==> src/rtl/seq_frame_pkg.sv <==
// Shared definitions for the serial sync-word link: state encoding,
// default frame geometry and counter sizing.
package seq_frame_pkg;

    // Frame FSM state encoding; codes 1xx are unused and recover to IDLE.
    typedef enum logic [2:0] {
        ST_IDLE = 3'b000,
        ST_SYNC = 3'b001,
        ST_DATA = 3'b010,
        ST_GAP  = 3'b011
    } state_t;

    localparam int                      SYNC_W_DEF = 4;
    localparam logic [SYNC_W_DEF-1:0]   SYNC_DEF   = 4'b1011;
    localparam int                      DATA_W_DEF = 8;
    localparam int                      GAP_DEF    = 2;

    // Bit counter width: enough to hold the largest phase length minus one.
    function automatic int cnt_width(input int sync_w, input int data_w, input int gap);
        int m;
        m = 2;
        if (sync_w > m) m = sync_w;
        if (data_w > m) m = data_w;
        if (gap > m)    m = gap;
        return $clog2(m);
    endfunction

endpackage

==> src/rtl/seq_frame_tx_piso_shift.sv <==
// Parallel-load, MSB-first shift register holding the payload being sent.
module piso_shift #(
    parameter int DATA_W = 8
) (
    input  logic              clk,
    input  logic              reset,
    input  logic              i_load,
    input  logic              i_shift,
    input  logic [DATA_W-1:0] i_data,
    output logic              o_msb
);

    logic [DATA_W-1:0] r_shift;

    // Load has priority over shift; register cleared on reset.
    always_ff @(posedge clk or negedge reset) begin
        if (!reset) begin
            r_shift <= '0;
        end else if (i_load) begin
            r_shift <= i_data;
        end else if (i_shift) begin
            r_shift <= r_shift << 1;
        end
    end

    assign o_msb = r_shift[DATA_W-1];

endmodule

==> src/rtl/seq_frame_tx.sv <==
// Serial frame transmitter: sync word, payload (MSB first), then idle gap
// zeros, one bit per clock on a registered dout.
module seq_frame_tx
    import seq_frame_pkg::*;
#(
    parameter int                SYNC_W = SYNC_W_DEF,
    parameter logic [SYNC_W-1:0] SYNC   = SYNC_DEF,
    parameter int                DATA_W = DATA_W_DEF,
    parameter int                GAP    = GAP_DEF
) (
    input  logic              clk,
    input  logic              reset,
    input  logic [DATA_W-1:0] tx_data,
    input  logic              tx_valid,
    output logic              tx_ready,
    output logic              dout,
    output logic              busy,
    output logic              frame_done,
    output logic [2:0]        state
);

    localparam int CNT_W = cnt_width(SYNC_W, DATA_W, GAP);

    state_t           r_state;
    state_t           w_state_nx;
    logic [CNT_W-1:0] r_cnt;
    logic [CNT_W-1:0] w_cnt_nx;
    logic             r_dout;
    logic             w_dout_nx;
    logic             r_done;
    logic             w_done_nx;
    logic             w_load;
    logic             w_shift;
    logic             w_msb;
    logic             w_sync_bit;

    piso_shift #(
        .DATA_W (DATA_W)
    ) u_piso (
        .clk     (clk),
        .reset   (reset),
        .i_load  (w_load),
        .i_shift (w_shift),
        .i_data  (tx_data),
        .o_msb   (w_msb)
    );

    // Sync bit emitted next while in SYNC: SYNC[cnt-1] for cnt in 1..SYNC_W-1.
    always_comb begin
        w_sync_bit = 1'b0;
        for (int i = 1; i < SYNC_W; i++) begin
            if (r_cnt == CNT_W'(i)) w_sync_bit = SYNC[i-1];
        end
    end

    // Next-state, counter and registered-output decode for the frame FSM.
    always_comb begin
        w_state_nx = r_state;
        w_cnt_nx   = r_cnt;
        w_dout_nx  = 1'b0;
        w_done_nx  = 1'b0;
        w_load     = 1'b0;
        w_shift    = 1'b0;
        case (r_state)
            ST_IDLE: begin
                if (tx_valid) begin
                    w_load     = 1'b1;
                    w_dout_nx  = SYNC[SYNC_W-1];
                    w_cnt_nx   = CNT_W'(SYNC_W-1);
                    w_state_nx = ST_SYNC;
                end
            end
            ST_SYNC: begin
                if (r_cnt != '0) begin
                    w_dout_nx = w_sync_bit;
                    w_cnt_nx  = r_cnt - CNT_W'(1);
                end else begin
                    w_dout_nx  = w_msb;
                    w_shift    = 1'b1;
                    w_cnt_nx   = CNT_W'(DATA_W-1);
                    w_state_nx = ST_DATA;
                end
            end
            ST_DATA: begin
                if (r_cnt != '0) begin
                    w_dout_nx = w_msb;
                    w_shift   = 1'b1;
                    w_cnt_nx  = r_cnt - CNT_W'(1);
                end else begin
                    w_done_nx = 1'b1;
                    if (GAP > 0) begin
                        w_cnt_nx   = CNT_W'(GAP-1);
                        w_state_nx = ST_GAP;
                    end else begin
                        w_state_nx = ST_IDLE;
                    end
                end
            end
            ST_GAP: begin
                if (r_cnt == '0) begin
                    w_state_nx = ST_IDLE;
                end else begin
                    w_cnt_nx = r_cnt - CNT_W'(1);
                end
            end
            default: begin
                w_state_nx = ST_IDLE;
                w_cnt_nx   = '0;
            end
        endcase
    end

    // State register.
    always_ff @(posedge clk or negedge reset) begin
        if (!reset) begin
            r_state <= ST_IDLE;
        end else begin
            r_state <= w_state_nx;
        end
    end

    // Bit counter and registered serial/pulse outputs.
    always_ff @(posedge clk or negedge reset) begin
        if (!reset) begin
            r_cnt  <= '0;
            r_dout <= 1'b0;
            r_done <= 1'b0;
        end else begin
            r_cnt  <= w_cnt_nx;
            r_dout <= w_dout_nx;
            r_done <= w_done_nx;
        end
    end

    assign dout       = r_dout;
    assign frame_done = r_done;
    assign tx_ready   = (r_state == ST_IDLE);
    assign busy       = ~tx_ready;
    assign state      = r_state;

endmodule

==> config.mk <==
export PLATFORM = sky130hd
export DESIGN_NAME = seq_frame_tx
export DESIGN_NICKNAME = d
export VERILOG_FILES = /design/src/rtl/seq_frame_pkg.sv /design/src/rtl/seq_frame_tx_piso_shift.sv /design/src/rtl/seq_frame_tx.sv
export SDC_FILE = /design/constraint.sdc
export NUM_CORES = 1
export LEC_CHECK = 0
export BUFFER_PORTS_ARGS = -buffer_cell sky130_fd_sc_hd__clkbuf_2
export CORE_ASPECT_RATIO = 0.8
export CORE_MARGIN = 2
export CORE_UTILIZATION = 27
export DETAILED_ROUTE_END_ITERATION = 7
export HOLD_SLACK_MARGIN = 0.08
export SYNTH_ARGS = -nofsm -noshare
export SYNTH_HDL_FRONTEND = slang
export SYNTH_SLANG_ARGS = --single-unit
==> constraint.sdc <==
create_clock -name clk -period 2.54 [get_ports clk]
set_input_delay 0 -clock clk [delete_from_list [all_inputs] [get_ports clk]]
set_output_delay 0 -clock clk [all_outputs]
set_load 0.005 [all_outputs]
==> results.toml, run 1 <==
[clocking]
clock_latency_ps = 250
cts_resized = 0
htreeDepth = 1
path_clk_slew_ps = 60
root_buffer = "clkbuf_8"
post_cts_buffers = 0
numCtsBuffers = 3
tritoncts = "built"
numClockSinks = 15
clockBufferDepth = 2

[die]
die_w_um = 67.6
die_y_um = 54.9
initial_core_util = 0.283
dieArea_um2 = 3710
row_count = 18
coreArea_um2 = 3090
pin_count = 18

[sta]
hold_violations = 0
slew_viol_final = 0
fin_crit_sh = 0.805
finalSetupViolations = 0
final.setup.tns_ps = 0
max_freq_mhz = 489
finalCriticalPeriod_ps = 2040
skew_ps = 3.03
fin_ws_ps = 495
rsz0062_at_grt = "false"

[pwr]
powerDensity_nw_per_um2 = 1220
p_switching_mw = 0.544
intPower_mw = 0.836
p_seq_frac = 0.318
switching_share = 0.394
comb_power_share = 0.541
p_leak_nw = 0.557
ir_drop_uv = 640
pwr-share-clk = 0.140

[critical_path]
critPathLaunchType = "flop"
regToRegStartpoint = "r_cnt[0]"
startpoint = "r_cnt[0]"
cp-end-kind = "flop"
required_ps = 2650
crit_arrival_ps = 2150
crit_fanout = 9
critPathKind = "reg2reg"

[synthesis]
yosysTopAreaCell = "dfrtp_1"
syn_area_per_cell_um2 = 10.3
synth_edf_count = 0
async_flop_share = 1.00
ys_seq_elements = 15
yosysWarnings = 0
seq_area_frac_synth = 0.429
netlist_area_um2 = 875
synthTopCellsByArea = "dfrtp_1, ha_1, mux2i_1"
synth.distinct_cells = 27
synthFlopType = "dfrtp_1"
syn-num-nets = 105
synthCells = 85
yosys.area.top_type_share = 0.429

[place]
placement.io_buffers = 16
gp_congestion = 0.867
dp_hpwl_um = 1250
place_ws_ps = 487

[global_route]
gr-usage-all-layers = 0.102
grt_max_degree = 17
antenna_found_initial = 0
grt-ovfl-total = 0
grt_pass1_wl_um = 2770
grt_pass1_vias = 639

[route]
drc = 0
drt_first_pass_iters = 4
antenna_left = 0
drt_iter0_drc = 35
wl_per_cell_um = 11.3
vias_per_cell = 4.44
vias = 679
wirelength_um = 1730

[outcome]
outcome = "complete, no violations"

[finish]
syn_to_final_growth_pct = 29.8
n_fill_cell = 302
multi_input_area_um2 = 458
final_nets = 134
drive_above_1_share = 0.195
seq_area_um2 = 375
insertedDiodeCount = 0

[min_path]
hp-class = "in2reg"
hold_start = "tx_valid"

[flow_run]
cap_viol_max_count = 0
[per-layer routing]
metal	vias up	GRT usage	share of wire
met5	-	0	0
met1	313	0.129	0.47
met3	4	0.0304	0.033
li1	349	-	-
met4	0	0.0408	0.016
met2	13	0.165	0.48
[per-stage QoR]
step	power, mW	hold slack (ps)	cell area (um^2)	cells	utilization
floorplan	1.01	-296	875	85	-
global placement	1.16	-64.8	990	139	0.321
detailed placement	1.19	-52.3	990	139	0.321
CTS	1.40	174	1130	153	0.368
global route	1.51	201	1130	153	0.368
finish	1.38	179	1130	153	0.368
[cell usage in the layout (no fill, tap or decap), drive strengths merged, types with 2 or more instances in the layout]
master / instances
a31oi: 2
ha: 9
nand2: 3
a21oi: 10
clkbuf: 20
dlygate4sd3: 10
nor2b: 2
dfrtp: 15
nand2b: 2
nor2: 12
inv: 5
mux2i: 8
nand3: 2
mux2: 2
[repair_timing]
item,in CTS,in global routing
setup endpoints to repair,0,0
hold endpoints to repair,23,0
hold buffers,10,0
[cell families after synthesis]
group,share of synthesized area
other,0.00429
and+or+nand+nor,0.127
AOI/OAI and AO/OA,0.132
buffers and inverters,0.0472
DFF,0.429
adders and majority gates,0.129
muxes,0.132
[power groups by stage]
stage	clock, mW	sequential [mW]	combinational [mW]
after floorplan	0	0.427	0.585
final	0.194	0.439	0.747
after detailed placement	0	0.444	0.741
after CTS	0.198	0.440	0.757
after global routing	0.210	0.456	0.842
after global placement	0	0.436	0.726
[Yosys cell counts, types with 2 or more instances]
cell,n
a21oi_1,10
a31oi_1,2
dfrtp_1,15
ha_1,9
inv_1,5
mux2i_1,7
nand2_1,3
nand2b_1,2
nand3_1,2
nor2_1,12
nor2b_1,2
[worst max-delay path, cell delays in order (launching register included)]
cell,delay (ps)
dfrtp_1,410
inv_1,130
ha_1,250
nor2b_1,310
mux2i_4,480
mux2i_1,240
a21oi_1,80
[sequential cells by signal, summed over array words and instances (netlist names)]
signal and flops:
dout 1, r_cnt 3, state 2, u_piso.r_shift 8
frame_done 1
[layout make-up]
| type | instances | area share |
|---|---|---|
| clock buffers | 4 | 0.0397 |
| inverters | 5 | 0.0165 |
| repair buffers | 27 | 0.165 |
| flip-flops and latches | 15 | 0.331 |
| well taps | 40 | 0.0441 |
| multi-input cells | 62 | 0.404 |
[path summary, 6_finish.rpt]
kind | end | slack [ps] | depth (start not counted)
max in group asynchronous | dout | 2050 | 2
hold reg to reg | u_piso.r_shift[0] | 540 | 2
setup reg to reg | u_piso.r_shift[7] | 500 | 6
setup / recovery | u_piso.r_shift[7] | 500 | 6
hold / removal | r_cnt[2] | 180 | 3
min in group asynchronous | u_piso.r_shift[2] | 210 | 2
Note: power is estimated with default switching activity, not from simulation.
==> run 2, diff against run 1 <==
==> constraint.sdc (replaced) <==
create_clock -name clk -period 1.9 [get_ports clk]
set_input_delay 0 -clock clk [delete_from_list [all_inputs] [get_ports clk]]
set_output_delay 0 -clock clk [all_outputs]
set_load 0.005 [all_outputs]
==> run 2 against run 1 <==
Clock skew grew 1.8 ps; die area is the same; largest cell class unchanged; sequential share of layout area shrank 1.7 points; combinational power grew 57%; core utilization grew 1.9 points; cell count grew 3.9%; critical path depth grew 1; total power grew 45%; maximum frequency grew 14%; largest power group unchanged; first-iteration DRC count grew 14%; setup slack lost 380 ps; global-route usage shrank 0.33 points.
==> results.toml, run 2 (synthesized netlist as in run 1, its figures left out) <==
[route]
wl_per_cell_um = 10.9
drt_iter0_drc = 40
drc = 0
vias = 702
wirelength_um = 1730
drt_first_pass_iters = 4
antenna_left = 0
vias_per_cell = 4.42

[die]
dieArea_um2 = 3710
die_w_um = 67.6
die_y_um = 54.9
row_count = 18
pin_count = 18
initial_core_util = 0.283
coreArea_um2 = 3090

[sta]
rsz0062_at_grt = "false"
fin_ws_ps = 111
skew_ps = 4.84
fin_crit_sh = 0.942
finalCriticalPeriod_ps = 1790
finalSetupViolations = 0
hold_violations = 0
max_freq_mhz = 559
slew_viol_final = 0

[critical_path]
startpoint = "r_cnt[1]"
slowest_delay_ps = 410
crit_slowest_cell = "dfrtp_1"
regToRegStartpoint = "r_cnt[1]"
crit_chain = "inv_1 > ha_1 > nor2b_2 > mux2i_4 > buf_12 > mux2i_1 > a21oi_1"
critPathKind = "reg2reg"
cp-end-kind = "flop"
required_ps = 1990
crit_arrival_ps = 1880
critPathBufInv = 2
crit_fanout = 9
path_delay_family = "multiplexers"
critPathLaunchType = "flop"

[finish]
post-route-util = 0.387
drive_above_1_share = 0.244
largest_reg_flops = 8
final_nets = 140
layout_common_cells = "clkbuf_2, dfrtp_1, nor2_1"
insertedDiodeCount = 0
final_common_cell = "clkbuf_2"
top_register = "u_piso.r_shift"
syn_to_final_growth_pct = 36.6

[clocking]
htreeDepth = 1
path_clk_slew_ps = 60
clock_latency_ps = 240
numCtsBuffers = 3
numClockSinks = 15
tritoncts = "built"
root_buffer = "clkbuf_8"
clockBufferDepth = 2

[min_path]
hold_start = "tx_valid"
hp-class = "in2reg"

[place]
dp_hpwl_um = 1240
place_ws_ps = -37.7
gp_congestion = 0.840
placement.io_buffers = 16

[flow_run]
cap_viol_max_count = 0

[pwr]
powerDensity_nw_per_um2 = 1670
ir_drop_uv = 868
power_mw = 2.00
p_leak_nw = 0.593

[global_route]
antenna_found_initial = 0
gr-usage-all-layers = 0.0988
grt-ovfl-total = 0
grt_max_degree = 17
grt_pass1_wl_um = 2720
grt_pass1_vias = 631

[outcome]
outcome = "complete, no violations"
[run 2: power by group]
part	total [mW]	internal (mW)	switching, mW
Combinational	1.17	0.619	0.553
Clock	0.249	0.148	0.101
Sequential	0.578	0.478	0.0992
[run 2: per-stage QoR]
step / hold slack (ps) / cells / TNS [ps] / cell area (um^2)
finish: 172 / 159 / 0 / 1190
global route: 158 / 159 / 0 / 1190
CTS: 160 / 159 / 0 / 1190
detailed placement: -63.3 / 144 / -198 / 1030
global placement: -63.0 / 144 / 0 / 1030
floorplan: -296 / 85 / 0 / 875
[run 2: timing repair]
action,in CTS,in global routing
resized for setup,0,1
hold buffers,10,0
setup endpoints to repair,7,9
setup buffers,1,0
endpoints found under the hold margin,23,0
[run 2: tightest hold or removal path: stages]
cell and delay (ps):
clkbuf_2 100, nor2b_1 70, a32o_1 200
[run 2: area by class of cell]
| type | instances | area (um^2) |
|---|---|---|
| Inverter | 5 | 18.8 |
| Tap cell | 40 | 50.0 |
| Clock buffer | 4 | 45.0 |
| Fill cell | 290 | 1890 |
| Timing Repair Buffer | 33 | 245 |
| Sequential cell | 15 | 375 |
| Multi-Input combinational cell | 62 | 460 |
[run 2: final timing paths]
path	endpoint	slack, ps	depth (start not counted)
max reg2reg	u_piso.r_shift[4]	110	7
min	r_cnt[2]	170	3
max in group asynchronous	u_piso.r_shift[3]	1420	2
max	u_piso.r_shift[4]	110	7
min reg2reg	u_piso.r_shift[0]	510	2
min in group asynchronous	u_piso.r_shift[2]	200	2
[run 2: per-layer routing]
layer / GRT usage / up-vias / share of wire
met4: 0.0204 / 0 / 0
met5: 0 / - / 0
met3: 0.0304 / 0 / 0.030
met1: 0.134 / 332 / 0.49
li1: - / 360 / -
met2: 0.157 / 10 / 0.48
